[config.mk]
export PLATFORM = sky130hd
export DESIGN_NAME = clock_display_mux
export DESIGN_NICKNAME = d
export VERILOG_FILES = /design/src/rtl/clock_display_mux.sv
export SDC_FILE = /design/constraint.sdc
export NUM_CORES = 1
export LEC_CHECK = 0
export ABC_AREA = 1
export CAP_MARGIN = 10
export CORE_MARGIN = 2
export CORE_UTILIZATION = 25
export CTS_CLUSTER_SIZE = 14
export DETAILED_ROUTE_END_ITERATION = 7
export HOLD_SLACK_MARGIN = 0.05
export PLACE_DENSITY = 0.5
export SYNTH_ARGS = -nofsm -noshare
export SYNTH_HDL_FRONTEND = slang
export SYNTH_SLANG_ARGS = --single-unit
[constraint.sdc]
create_clock -name clk_i -period 2.15 [get_ports clk_i]
set_input_delay 0.215 -clock clk_i [delete_from_list [all_inputs] [get_ports clk_i]]
set_output_delay 0.215 -clock clk_i [all_outputs]
set_load 0.02 [all_outputs]
[src/rtl/clock_display_mux.sv]
// clock_display_mux: captures binary HH:MM:SS, converts to BCD and scans it onto an 8-digit 7-segment display
module clock_display_mux #(
    parameter int REFRESH_DIV = 100000
) (
    input  logic       clk_i,
    input  logic       rstn_i,
    input  logic [4:0] hours_i,
    input  logic [5:0] minutes_i,
    input  logic [5:0] seconds_i,
    input  logic       valid_i,
    output logic [7:0] an_o,
    output logic [6:0] seg_o,
    output logic       dp_o
);
    localparam int PW = $clog2(REFRESH_DIV);
    localparam logic [PW-1:0] P_LAST = PW'(REFRESH_DIV - 1);

    logic [4:0]    r_hours;
    logic [5:0]    r_minutes;
    logic [5:0]    r_seconds;
    logic          r_bad_h, r_bad_m, r_bad_s;
    logic [3:0]    r_ht, r_hu, r_mt, r_mu, r_st, r_su;
    logic          r_dash_h, r_dash_m, r_dash_s;
    logic [PW-1:0] r_presc;
    logic [2:0]    r_idx;
    logic [3:0]    w_digit;
    logic          w_dash;
    logic [6:0]    w_code;
    logic [6:0]    w_seg;

    // Snapshot the time fields on each strobe and flag any out-of-range field
    always_ff @(posedge clk_i or negedge rstn_i) begin
        if (!rstn_i) begin
            r_hours   <= '0;
            r_minutes <= '0;
            r_seconds <= '0;
            r_bad_h   <= 1'b0;
            r_bad_m   <= 1'b0;
            r_bad_s   <= 1'b0;
        end else if (valid_i) begin
            r_hours   <= hours_i;
            r_minutes <= minutes_i;
            r_seconds <= seconds_i;
            r_bad_h   <= hours_i > 5'd23;
            r_bad_m   <= minutes_i > 6'd59;
            r_bad_s   <= seconds_i > 6'd59;
        end
    end

    // Split each snapshot field into tens/units one cycle after capture
    always_ff @(posedge clk_i or negedge rstn_i) begin
        if (!rstn_i) begin
            r_ht     <= '0;
            r_hu     <= '0;
            r_mt     <= '0;
            r_mu     <= '0;
            r_st     <= '0;
            r_su     <= '0;
            r_dash_h <= 1'b0;
            r_dash_m <= 1'b0;
            r_dash_s <= 1'b0;
        end else begin
            r_ht     <= 4'(r_hours / 5'd10);
            r_hu     <= 4'(r_hours % 5'd10);
            r_mt     <= 4'(r_minutes / 6'd10);
            r_mu     <= 4'(r_minutes % 6'd10);
            r_st     <= 4'(r_seconds / 6'd10);
            r_su     <= 4'(r_seconds % 6'd10);
            r_dash_h <= r_bad_h;
            r_dash_m <= r_bad_m;
            r_dash_s <= r_bad_s;
        end
    end

    // Prescaler sets the dwell time of each digit; index walks 0..7 on each wrap
    always_ff @(posedge clk_i or negedge rstn_i) begin
        if (!rstn_i) begin
            r_presc <= '0;
            r_idx   <= '0;
        end else begin
            r_presc <= (r_presc == P_LAST) ? '0 : r_presc + 1'b1;
            r_idx   <= (r_presc == P_LAST) ? r_idx + 1'b1 : r_idx;
        end
    end

    // Pick the BCD digit and dash flag belonging to the current index
    always_comb begin
        w_digit = (r_idx == 3'd0) ? r_su :
                  (r_idx == 3'd1) ? r_st :
                  (r_idx == 3'd2) ? r_mu :
                  (r_idx == 3'd3) ? r_mt :
                  (r_idx == 3'd4) ? r_hu :
                  (r_idx == 3'd5) ? r_ht : 4'd0;
        w_dash  = (r_idx == 3'd0 || r_idx == 3'd1) ? r_dash_s :
                  (r_idx == 3'd2 || r_idx == 3'd3) ? r_dash_m :
                  (r_idx == 3'd4 || r_idx == 3'd5) ? r_dash_h : 1'b0;
    end

    // Active-low segment pattern {g,f,e,d,c,b,a} for a decimal digit
    always_comb begin
        w_code = 7'h7F;
        case (w_digit)
            4'd0: w_code = 7'h40;
            4'd1: w_code = 7'h79;
            4'd2: w_code = 7'h24;
            4'd3: w_code = 7'h30;
            4'd4: w_code = 7'h19;
            4'd5: w_code = 7'h12;
            4'd6: w_code = 7'h02;
            4'd7: w_code = 7'h78;
            4'd8: w_code = 7'h00;
            4'd9: w_code = 7'h10;
            default: w_code = 7'h7F;
        endcase
        w_seg = w_dash ? 7'h3F : w_code;
    end

    // Register anode, segments and decimal point together so they never skew
    always_ff @(posedge clk_i or negedge rstn_i) begin
        if (!rstn_i) begin
            an_o  <= 8'hFF;
            seg_o <= 7'h7F;
            dp_o  <= 1'b1;
        end else begin
            an_o  <= (r_idx < 3'd6) ? ~(8'd1 << r_idx) : 8'hFF;
            seg_o <= (r_idx < 3'd6) ? w_seg : 7'h7F;
            dp_o  <= !(r_idx == 3'd2 || r_idx == 3'd4);
        end
    end
endmodule

==> impl_results.md <==
- Final routed wirelength across all metal layers: 7.99 mm
- Die width: 130 um
- Deepest level of the CTS H-tree: 3
- Total of warnings raised by yosys: 0
- Area growth from synthesis to final layout: 26.5%
- Overall routing resource usage: 10.4%
- Post-route non-filler standard cell count: 734
- Boundary pin count: 36
- Run status: completed
- IO Port Bufs: 35
- Die height: 130 um
- Final number of setup-violating endpoints: 0
- Critical path start-end classification: reg -> reg
- Iter 0 DRT Violations: 120
- Fraction of layout instances using a drive strength above 1: 20.1%
- Startpoint type of the worst setup path: register
- Power after layout: 4.26 mW
- Number of slew-limit violations in the final report: 0
- Estimated wirelength of the detail-placed design: 6.08 mm
- Slowest cell on the critical path: dfrtp_2
- Fin area: 5030 um^2
- Overall die area: 16900 um^2
- Part of the Yosys area used for sequential elements: 49.6%
- Starting density of the core: 25.3%
- Share of the core filled with cells in the final layout: 32.0%
- Period minus WS final: 2.01 ns
- Async set-reset flop share out of synthesis: 100%
- Clock Skews: 0.00376 ns
- RePlAce Congestion: 0.871
- Largest net degree at the start of global routing: 42
- Worst hold margin: 0.377 ns
- Max-cap check violation count: 0
- Synthesized flop and latch total: 78
- Antenna cells: 0
- Element type at the critical path end: register
- Initial antenna violation count: 0
- WL/cell: 10.9 um
- Crit path top cell by count: nand2_1
- Mean cell area of the mapped netlist: 8.62 um^2
- Final worst-path setup slack: 0.137 ns
- Area share of the leading cell type in the synthesized netlist: 39.7%
- Unique cell type count in the Yosys netlist: 42
- Buffer cell driving the clock tree root: clkbuf_16
- Total overflow reported by the global router: 0
- Standby leakage power: 2.40 nW
- CTS tree: built
- Total Neg Setup Slack: 0 ns
- Signal arrival time at the worst endpoint: 2.28 ns
- Headroom to the max-slew limit: 61.6%
- Tightest Hold Check Type: reg -> reg
- Clock transition at the registers of the reported paths: 0.06 ns
- Placed Instances: 715
- Prevailing post-synth register cell: dfrtp_1
- Share of the clock period used by the worst path after layout: 93.6%
- Number of iterations in the first detailed-routing pass: 4
- Sum of buffers and inverters on the critical path: 3
- Number of hold-slack violations in the final timing report: 0
- Number of core rows: 46
- Top cell type by total area after synthesis: dfrtp_1
- Source-to-sink clock delay at the later pin of the worst-skew pair: 0.34 ns
- Final net count: 548
- Number of filler cells placed in the layout: 1612
- Most repeated cell in the gate-level netlist after synthesis: nand2_1
- Routed Antenna Nets: 0
- Clock buffer depth: 2
- CTS Buf Count: 9
- Via count of the routed design: 3019
- Fmax: 497 MHz
- Post-synthesis instance area: 3970 um^2
- Gate family responsible for the most delay along the worst path: simple AND/OR/NAND/NOR gates
- Top cell types by occurrence after synthesis: nand2_1, inv_1, dfrtp_1
- Maximum VDD drop: 0.436 mV
- Biggest fanout along the worst timing path: 5
- Via count of the first global-routing pass: 2957
- Number of instances in the synthesized netlist: 461
- Slew at the pin closest to its max-slew limit: 0.570 ns
- Number of clock sinks: 78
- Cells along the critical path: inv_2, ha_2, nand2_1, inv_2, nand3_1, nand2_1, nand2_1, nand3_1, nand2_2, nand2_4, inv_1, ha_1, or2_1, o211ai_1, nand2_1
- Largest stage delay on the critical path: 0.44 ns
- DR vias/cell: 4.11
- Placement Cell Area: 4640 um^2
- Global-route wire length before repair: 13.7 mm
- Syn nets: 496
- Worst-case setup slack after placement: 0.00957 ns
- DRC violation count after routing: 0
- Pwr per Cell Area: 848 nW/um^2
- Required time at the endpoint of the critical path: 2.42 ns
- Largest cells by area after synthesis: dfrtp_1, nand2_1, dfstp_2
- Core Area: 15700 um^2
- Count of flip-flops with a built-in enable after synthesis: 0
[cells by family after synthesis]
logic type	synth area share [%]
compound gates	8.53
xor+xnor	1.54
fa+ha+maj	4.72
buf+inv	9.19
flops	49.6
mux	0.567
other cells	0.0944
simple gates	25.8
[sequential cells by signal, summed over array words and instances, names as in the netlist, 2 cells and up]
register	count
r_hours	5
r_su	4
seg_o	7
r_seconds	6
r_hu	4
r_mu	4
r_presc	17
an_o	7
r_minutes	6
r_idx	3
r_st	3
r_mt	3
r_ht	2
[cells in the final DEF, fill, tap and decap left out, types with 11 or more instances in the layout]
master	netlist	layout
a21oi_1	14	13
buf_4	1	11
clkdlybuf4s50_1	0	34
dfrtp_1	63	62
dfstp_2	15	15
inv_1	74	69
inv_2	8	12
nand2_1	107	106
nand2_2	14	14
nand3_1	36	36
nor2_1	18	18
o21ai_0	25	25
[layer usage]
layer | GRT usage (%) | vias up | share of wire [%]
met4 | 4.68 | 0 | 2.0
met2 | 15.6 | 55 | 43
met5 | 0 | - | 0
met1 | 14.0 | 1389 | 51
met3 | 3.08 | 12 | 4.4
li1 | - | 1563 | -
[where the power goes]
| part | leakage [nW] | internal [mW] | total [mW] | switching (mW) |
|---|---|---|---|---|
| logic | 1.30 | 0.360 | 0.878 | 0.518 |
| registers | 0.951 | 1.70 | 1.77 | 0.0714 |
| clock network | 0.152 | 1.01 | 1.62 | 0.602 |
| total | 2.40 | 3.07 | 4.26 | 1.19 |
[layout make-up]
cell class / count / area, um^2 / share of cell area, %
tap: 216 / 270 / 5.37
timing repair buffer: 47 / 453 / 9.01
multi-input combinational: 292 / 1680 / 33.5
sequential: 78 / 1970 / 39.2
clock buffer: 10 / 229 / 4.55
clock inverter: 6 / 86.3 / 1.72
inverter: 85 / 334 / 6.64
[repair_timing]
action                     4_1_cts  5_1_grt
buffers inserted                 0        2
pin swaps                        0        6
gates resized for setup          1       17
hold buffers                     1        0
hold endpoints to repair        27        0
setup endpoints to repair        1        5
cloned                           0        0
[worst paths after layout]
check,to,cells after the start,slack [ns],start
worst max-delay path,seg_o[0]$_DFF_PN1_,15,0.14,r_idx[1]$_DFFE_PN0N_
worst min-delay path,r_dash_h$_DFF_PN0_,0,0.38,r_bad_h$_DFFE_PN0P_
worst max register to register,seg_o[0]$_DFF_PN1_,15,0.14,r_idx[1]$_DFFE_PN0N_
worst min register to register,r_dash_h$_DFF_PN0_,0,0.38,r_bad_h$_DFFE_PN0P_
max in group asynchronous,an_o[1]$_DFF_PN1_,3,1.14,rstn_i
min in group asynchronous,r_hours[2]$_DFFE_PN0P_,2,0.40,rstn_i
Note: power is estimated with default switching activity, not from simulation.
==> RTL change 1: new RTL, same flow settings <==
Remove the register `dp_o`: a continuous assignment takes its place, so the output `dp_o` follows one clock earlier.
--- a/src/rtl/clock_display_mux.sv
+++ b/src/rtl/clock_display_mux.sv
@@ -120,12 +120,12 @@
         if (!rstn_i) begin
             an_o  <= 8'hFF;
             seg_o <= 7'h7F;
-            dp_o  <= 1'b1;
         end else begin
             an_o  <= (r_idx < 3'd6) ? ~(8'd1 << r_idx) : 8'hFF;
             seg_o <= (r_idx < 3'd6) ? w_seg : 7'h7F;
-            dp_o  <= !(r_idx == 3'd2 || r_idx == 3'd4);
         end
     end
+
+    assign dp_o = !(r_idx == 3'd2 || r_idx == 3'd4);
 endmodule
 
Formal check against the unedited RTL: no difference found for any inputs over 10 cycles, from zero or initial values and one cycle with rstn_i low; that may be too few to reach the edited logic, so the function may still have changed.
==> RTL change 1 against the original RTL <==
Worst setup slack lost 5.1 ps; synthesized area shrank 0.66%; via count grew 0.30%; cell area is the same; critical endpoint unchanged; routed wire length shrank 0.90%; cell count shrank 0.68%; hold slack lost 110 ps; die area shrank 0.64%; synthesized cell count shrank 0.22%; power shrank 0.93%; sequential cell count shrank 1.
==> RTL change 1: results (changes against the original RTL) <==
The flow ran to the end, and the final reports show no timing, DRC or antenna violations. The async set-reset flop share out of synthesis is 100% (unchanged). The met1 track demand over resource in global routing came to 13.5% (-0.53 points). The number of nets in the synthesized netlist is 495 (-0.20%). The fraction of power spent switching nets came out at 27.8% (-0.17 points).

The clock slew at the register clock pins of the worst setup and hold paths was 60 ps (about the same). The count of buffers inserted at the top-level ports is 35 (unchanged). The sum of met2 wire segment lengths after detailed routing came out at 3510 microns (+2.8%).

The final layout net count was 548 (unchanged). The clock skew after layout was 4.59 ps (+0.838 ps). The data arrival time of the critical path came out at 2280 ps (about the same).

The total length of routed met3 wires came out at 371 microns (+5.1%). The largest driver fanout on the critical path came to 6 (+1). The largest registers in the layout are r_presc: 17 flops, an_o: 7 flops, seg_o: 7 flops. The routability congestion estimate is 0.825 (-5.3%). The maximum root-to-sink buffer count came out at 2 (unchanged). The pin count of the biggest net entering global routing came out at 66 (+57%).

The final standard cell area without fillers came to 5030 sq um (unchanged). The gate count after technology mapping came out at 460 (-0.22%). The uppermost signal routing layer after detailed routing is met4.

The setup slack after placement is -21.0 ps (-30.6 ps). The maximum level of the CTS H-tree came to 3 (unchanged). The share of synthesized area occupied by flip-flops and latches came out at 49.3% (-0.34 points). The number of buffers created by CTS came out at 9 (unchanged).

The DRC violation total after the first TritonRoute iteration is 149 (+24%). The total routing resource utilization after global routing came out at 10.5% (+0.028 points). The length of routed wiring on met1 came out at 3870 microns (-4.8%). The global-route met2 utilization is 16.8% (+1.2 points). The share of layout cells above drive strength 1 is 19.7% (-0.39 points). The master cell of the clock root buffer is sky130_fd_sc_hd__clkbuf_16. The antenna cell count came to 0 (unchanged). The routed wire length per instance was 10.9 microns (-0.22%). The number of warnings reported in the yosys synthesis log is 0 (unchanged). The detailed-placement wirelength estimate was 6030 microns (-0.93%). The first-pass iteration count of the detailed router came out at 5 (+1). The initial antenna violation count is 0 (unchanged). The first-pass GRT wire length came out at 13800 microns (+1.2%). The tightest min-delay check is of the input port to async pin type. The worst supply voltage drop on vdd came out at 0.000597 V (+37%). The cell count after placement came out at 709 (-0.84%). The relative slew slack is 60.9% (-0.77 points). The static leakage is 0.00239 uW (-0.21%). The number of fill cells came to 1610 (-0.12%). The number of distinct standard cells referenced by the synthesized netlist is 42 (unchanged). By count the netlist is led by 107 x sky130_fd_sc_hd__nand2_1, 74 x sky130_fd_sc_hd__inv_1, 63 x sky130_fd_sc_hd__dfrtp_1, 36 x sky130_fd_sc_hd__nand3_1, 25 x sky130_fd_sc_hd__o21ai_0. Yosys attributes the largest share of cell area to sky130_fd_sc_hd__dfrtp_1 40%, sky130_fd_sc_hd__nand2_1 10%, sky130_fd_sc_hd__dfstp_2 9.3%. The met3 demand-to-capacity share in global routing was 2.27% (-0.80 points). The vias per cell is 4.15 (+0.99%).

The post-placement cell area is 4620 sq um (-0.43%). The worst-skew pair later-pin latency is 340 ps (about the same). The routed wire length was 7920 microns (-0.90%).
RTL change 1: final cells by class:
class                   count  share of cell area (%)
clock buffers              10                    4.55
clock inverters             6                    1.74
inverters                  85                    6.59
multi-input cells         292                    33.8
flip-flops and latches     77                    38.7
well taps                 211                    5.25
repair buffers             48                    9.38
RTL change 1: repair_timing:
item                       in CTS  in global routing
resized for setup               2                 16
hold endpoints to repair       12                  0
hold buffers                    1                  0
pin swaps                       0                  4
setup endpoints to repair       2                  6
buffers inserted                0                  3
RTL change 1: path summary, 6_finish.rpt:
path                                           from                       end  slack [ps]  cells after the start
min                                          rstn_i  r_minutes[5]$_DFFE_PN0P_         270                      2
min in group clk_i         r_minutes[0]$_DFFE_PN0P_         r_mu[0]$_DFF_PN0_         380                      0
min reg2reg                r_minutes[0]$_DFFE_PN0P_         r_mu[0]$_DFF_PN0_         380                      0
max reg2reg                    r_idx[0]$_DFFE_PN0N_        seg_o[0]$_DFF_PN1_         130                     13
max                            r_idx[0]$_DFFE_PN0N_        seg_o[0]$_DFF_PN1_         130                     13
max in group asynchronous                    rstn_i        seg_o[4]$_DFF_PN1_        1260                      3
RTL change 1: power by group through the flow:
| stage | Clock (uW) | Combinational (uW) | Sequential [uW] |
|---|---|---|---|
| global placement | 0 | 853 | 1780 |
| detailed placement | 0 | 872 | 1780 |
| CTS | 1660 | 877 | 1750 |
| floorplan | 0 | 474 | 1850 |
| finish | 1610 | 869 | 1750 |
| global route | 1730 | 982 | 1770 |
RTL change 1: stage by stage:
stage / TNS, ps / power [uW]
global placement: 0 / 2630
global route: -13.8 / 4480
finish: 0 / 4230
floorplan: 0 / 2330
CTS: 0 / 4290
detailed placement: -21.0 / 2650
RTL change 1: worst max-delay path, cell delays in order, from the launching register on:
cell and delay, ps:
sky130_fd_sc_hd__dfrtp_2 450, sky130_fd_sc_hd__inv_2 120, sky130_fd_sc_hd__ha_1 270, sky130_fd_sc_hd__nand2_8 90, sky130_fd_sc_hd__inv_4 60, sky130_fd_sc_hd__nand2_1 50
sky130_fd_sc_hd__nand3_1 90, sky130_fd_sc_hd__nand2_2 100, sky130_fd_sc_hd__nand2_4 80, sky130_fd_sc_hd__inv_1 70, sky130_fd_sc_hd__ha_1 180, sky130_fd_sc_hd__or2_1 220
sky130_fd_sc_hd__o211ai_1 90, sky130_fd_sc_hd__nand2_1 70
RTL change 1: cells by family (layout without fill, tap and decap cells):
family          count (synthesis)  count (layout)  share of synthesized area [%]
buf+inv                        91             149                           9.26
fa+ha+maj                      15              15                           4.75
simple gates                  210             210                           25.9
flops                          77              77                           49.3
other cells                     1               1                         0.0950
mux                             2               2                          0.570
compound gates                 57              57                           8.59
xor+xnor                        7               7                           1.55
==> RTL change 2: new RTL, same flow settings <==
Without the edit above. Change the parameter `REFRESH_DIV` from 100000 to 25000.
--- a/src/rtl/clock_display_mux.sv
+++ b/src/rtl/clock_display_mux.sv
@@ -1,6 +1,6 @@
 // clock_display_mux: captures binary HH:MM:SS, converts to BCD and scans it onto an 8-digit 7-segment display
 module clock_display_mux #(
-    parameter int REFRESH_DIV = 100000
+    parameter int REFRESH_DIV = 25000
 ) (
     input  logic       clk_i,
     input  logic       rstn_i,
Behaviour: same outputs for any inputs over 10 cycles, from zero or initial values and one cycle with rstn_i low; that may be too few to reach the edited logic, so the function may still have changed.
==> RTL change 2 against the original RTL <==
Power fell by 7.6%; cell area decreased by 3.3%; via count is 9.2% lower; synthesized cell count decreased by 10%; combinational power down 4.9%; critical path type unchanged; clock power fell by 16%; worst setup slack got worse by 19 ps; first-iteration DRC count is 25% higher; routed wire length fell by 8.5%; core utilization rose by 0.22 points; sequential cell count shrank 2; synthesized area down 3.5%.
==> RTL change 2: results (changes against the original RTL) <==
The worst supply voltage drop on vdd was 0.000358 V (-18%). The startpoint of the lowest-slack hold path is r_hours[0]$_DFFE_PN0P_. The pin count of the biggest net entering global routing is 40 (-4.8%).

Sorting the synthesized cells by how often they occur yields 81 x sky130_fd_sc_hd__nand2_1, 61 x sky130_fd_sc_hd__dfrtp_1, 53 x sky130_fd_sc_hd__inv_1, 31 x sky130_fd_sc_hd__o21ai_0, 23 x sky130_fd_sc_hd__nand3_1. The synthesized-area fraction occupied by xor and xnor cells is 3.20% (+1.7 points). The largest incremental delay on the critical path is 460 ps (+20 ps).

The cell at the slowest stage of the critical path is sky130_fd_sc_hd__dfrtp_2. The launch instance of the worst register-to-register path is r_idx[1]$_DFFE_PN0N_. The slack of the worst reg-to-reg path came out at 120 ps (-20 ps). The worst-skew pair later-pin latency is roughly 330 ps. The routed wire length per instance came out at 11.1 microns (+2.0%). The share of the synthesized area in compound gates (AO/OA/AOI/OAI) came out at 10.1% (+1.5 points). The transition time at the pin with the least slew margin is 564 ps (-6.12 ps). The detailed-placement wirelength estimate is 5510 microns (-9.5%).

The first-pass GRT wire length came out at 12800 microns (-6.4%). The cell family contributing the most delay on the critical path is adder cells. The adder and majority gate portion of the synthesized area is 5.55% (+0.82 points). The static leakage came out at 0.00223 uW (-7.0%). After clock tree synthesis, the clock-pin slew on the worst setup and hold paths is roughly 50 ps.

The vias per cell came out at 4.16 (+1.1%). The final layout net count is 503 (-8.2%). In the final layout, the registers with the most flip-flops are r_presc: 15 flops, an_o: 7 flops, seg_o: 7 flops. The number of warnings reported in the yosys synthesis log came out at 0 (unchanged). The routability congestion estimate came out at 0.784 (-10%). By startpoint and endpoint, the worst setup path is classified as register to register. The antenna cell count is 0 (unchanged).

The number of global-route vias before repair was 2753 (-6.9%). The total routing resource utilization after global routing was 9.92% (-0.51 points). The DRC violation total after the first TritonRoute iteration came out at 150 (+25%). The share of synthesized area occupied by flip-flops and latches came out at 50.1% (+0.49 points). The share of layout cells above drive strength 1 was 23.8% (+3.7 points). The maximum level of the CTS H-tree came out at 3 (unchanged). The sum of met2 wire segment lengths after detailed routing is 3320 microns (-2.7%). The path class of the lowest-slack min-delay path is register to register.

The data arrival time of the critical path is 2310 ps (+30 ps). The share of cell area taken by muxes after synthesis was 0.587% (+0.021 points). The post-placement cell area was 4440 sq um (-4.2%). The largest driver fanout on the critical path came to 6 (+1). The clock skew after layout is 5.05 ps (+1.30 ps).

The total length of routed met3 wires is 373 microns (+5.7%). By area the synthesized netlist is led by sky130_fd_sc_hd__dfrtp_1 40%, sky130_fd_sc_hd__dfstp_2 10%, sky130_fd_sc_hd__nand2_1 7.9%. The number of nets in the synthesized netlist came out at 451 (-9.1%). The run finished with clean final reports. The number of fill cells came out at 1592 (-1.2%). The number of distinct standard cells referenced by the synthesized netlist is 45 (+7.1%). The length of routed wiring on met1 came out at 3550 microns (-13%).
[RTL change 2: changes by cell type after synthesis, sizes merged, moves of 4 or more]
cell	before	now
nand3	39	26
nand2	124	97
inv	85	65
xor2	7	11
o21ai	34	42
[RTL change 2: power breakdown]
group | total [uW] | switching (uW) | internal [uW]
combinational | 835 | 472 | 363
sequential | 1740 | 82.7 | 1660
clock | 1360 | 551 | 810
[RTL change 2: cell families after synthesis]
| group | after synthesis |
|---|---|
| adder cells (fa/ha/maj) | 17 |
| other | 1 |
| AND/OR/NAND/NOR | 170 |
| multiplexers | 2 |
| XOR/XNOR | 14 |
| flip-flops | 76 |
| AO/OA/AOI/OAI | 62 |
| buffers and inverters | 72 |
[RTL change 2: layout make-up]
type | count | area (sq um) | area share (%)
timing repair buffer | 48 | 473 | 9.73
inverter | 65 | 259 | 5.33
clock buffer | 12 | 246 | 5.07
tap | 188 | 235 | 4.84
sequential | 76 | 1920 | 39.6
multi-input combinational | 266 | 1700 | 34.9
clock inverter | 4 | 26.3 | 0.540
[RTL change 2: worst register-to-register path: cells and delay by family, from the launching register on]
family	cells	cell delay, ps
fa+ha+maj	3	670
simple gates	7	590
flops	1	460
buf+inv	2	190
compound gates	1	60
[RTL change 2: final timing paths]
check	to	cells past startpoint
setup / recovery	seg_o[3]$_DFF_PN1_	13
hold / removal	r_hu[0]$_DFF_PN0_	0
setup reg to reg	seg_o[3]$_DFF_PN1_	13
hold reg to reg	r_hu[0]$_DFF_PN0_	0
max in group asynchronous	r_su[0]$_DFF_PN0_	3
min in group asynchronous	r_presc[4]$_DFF_PN0_	2
[RTL change 2: repair_timing]
action / in CTS / in global routing
setup buffers: 0 / 5
setup endpoints to repair: 5 / 10
hold buffers: 1 / 0
endpoints found under the hold margin: 23 / 0
gates resized for setup: 4 / 23
pin swaps: 0 / 10
[RTL change 2: through the flow]
step	util, %	hold WS [ps]	worst slack, ps	std cells	power (uW)
2_1_floorplan	-	-80.6	111	414	2280
3_3_place_gp	29.5	228	52.9	637	2580
3_5_place_dp	29.5	233	-25.3	637	2600
4_1_cts	31.4	377	16.4	654	3980
5_1_grt	32.2	388	-40.0	659	4190
6_report	32.2	373	118	659	3940
[RTL change 2: per-layer routing]
layer	global-route usage (%)	up-vias
met5	0	-
met4	2.91	0
met1	12.3	1257
met3	4.01	9
met2	15.9	49
li1	-	1426
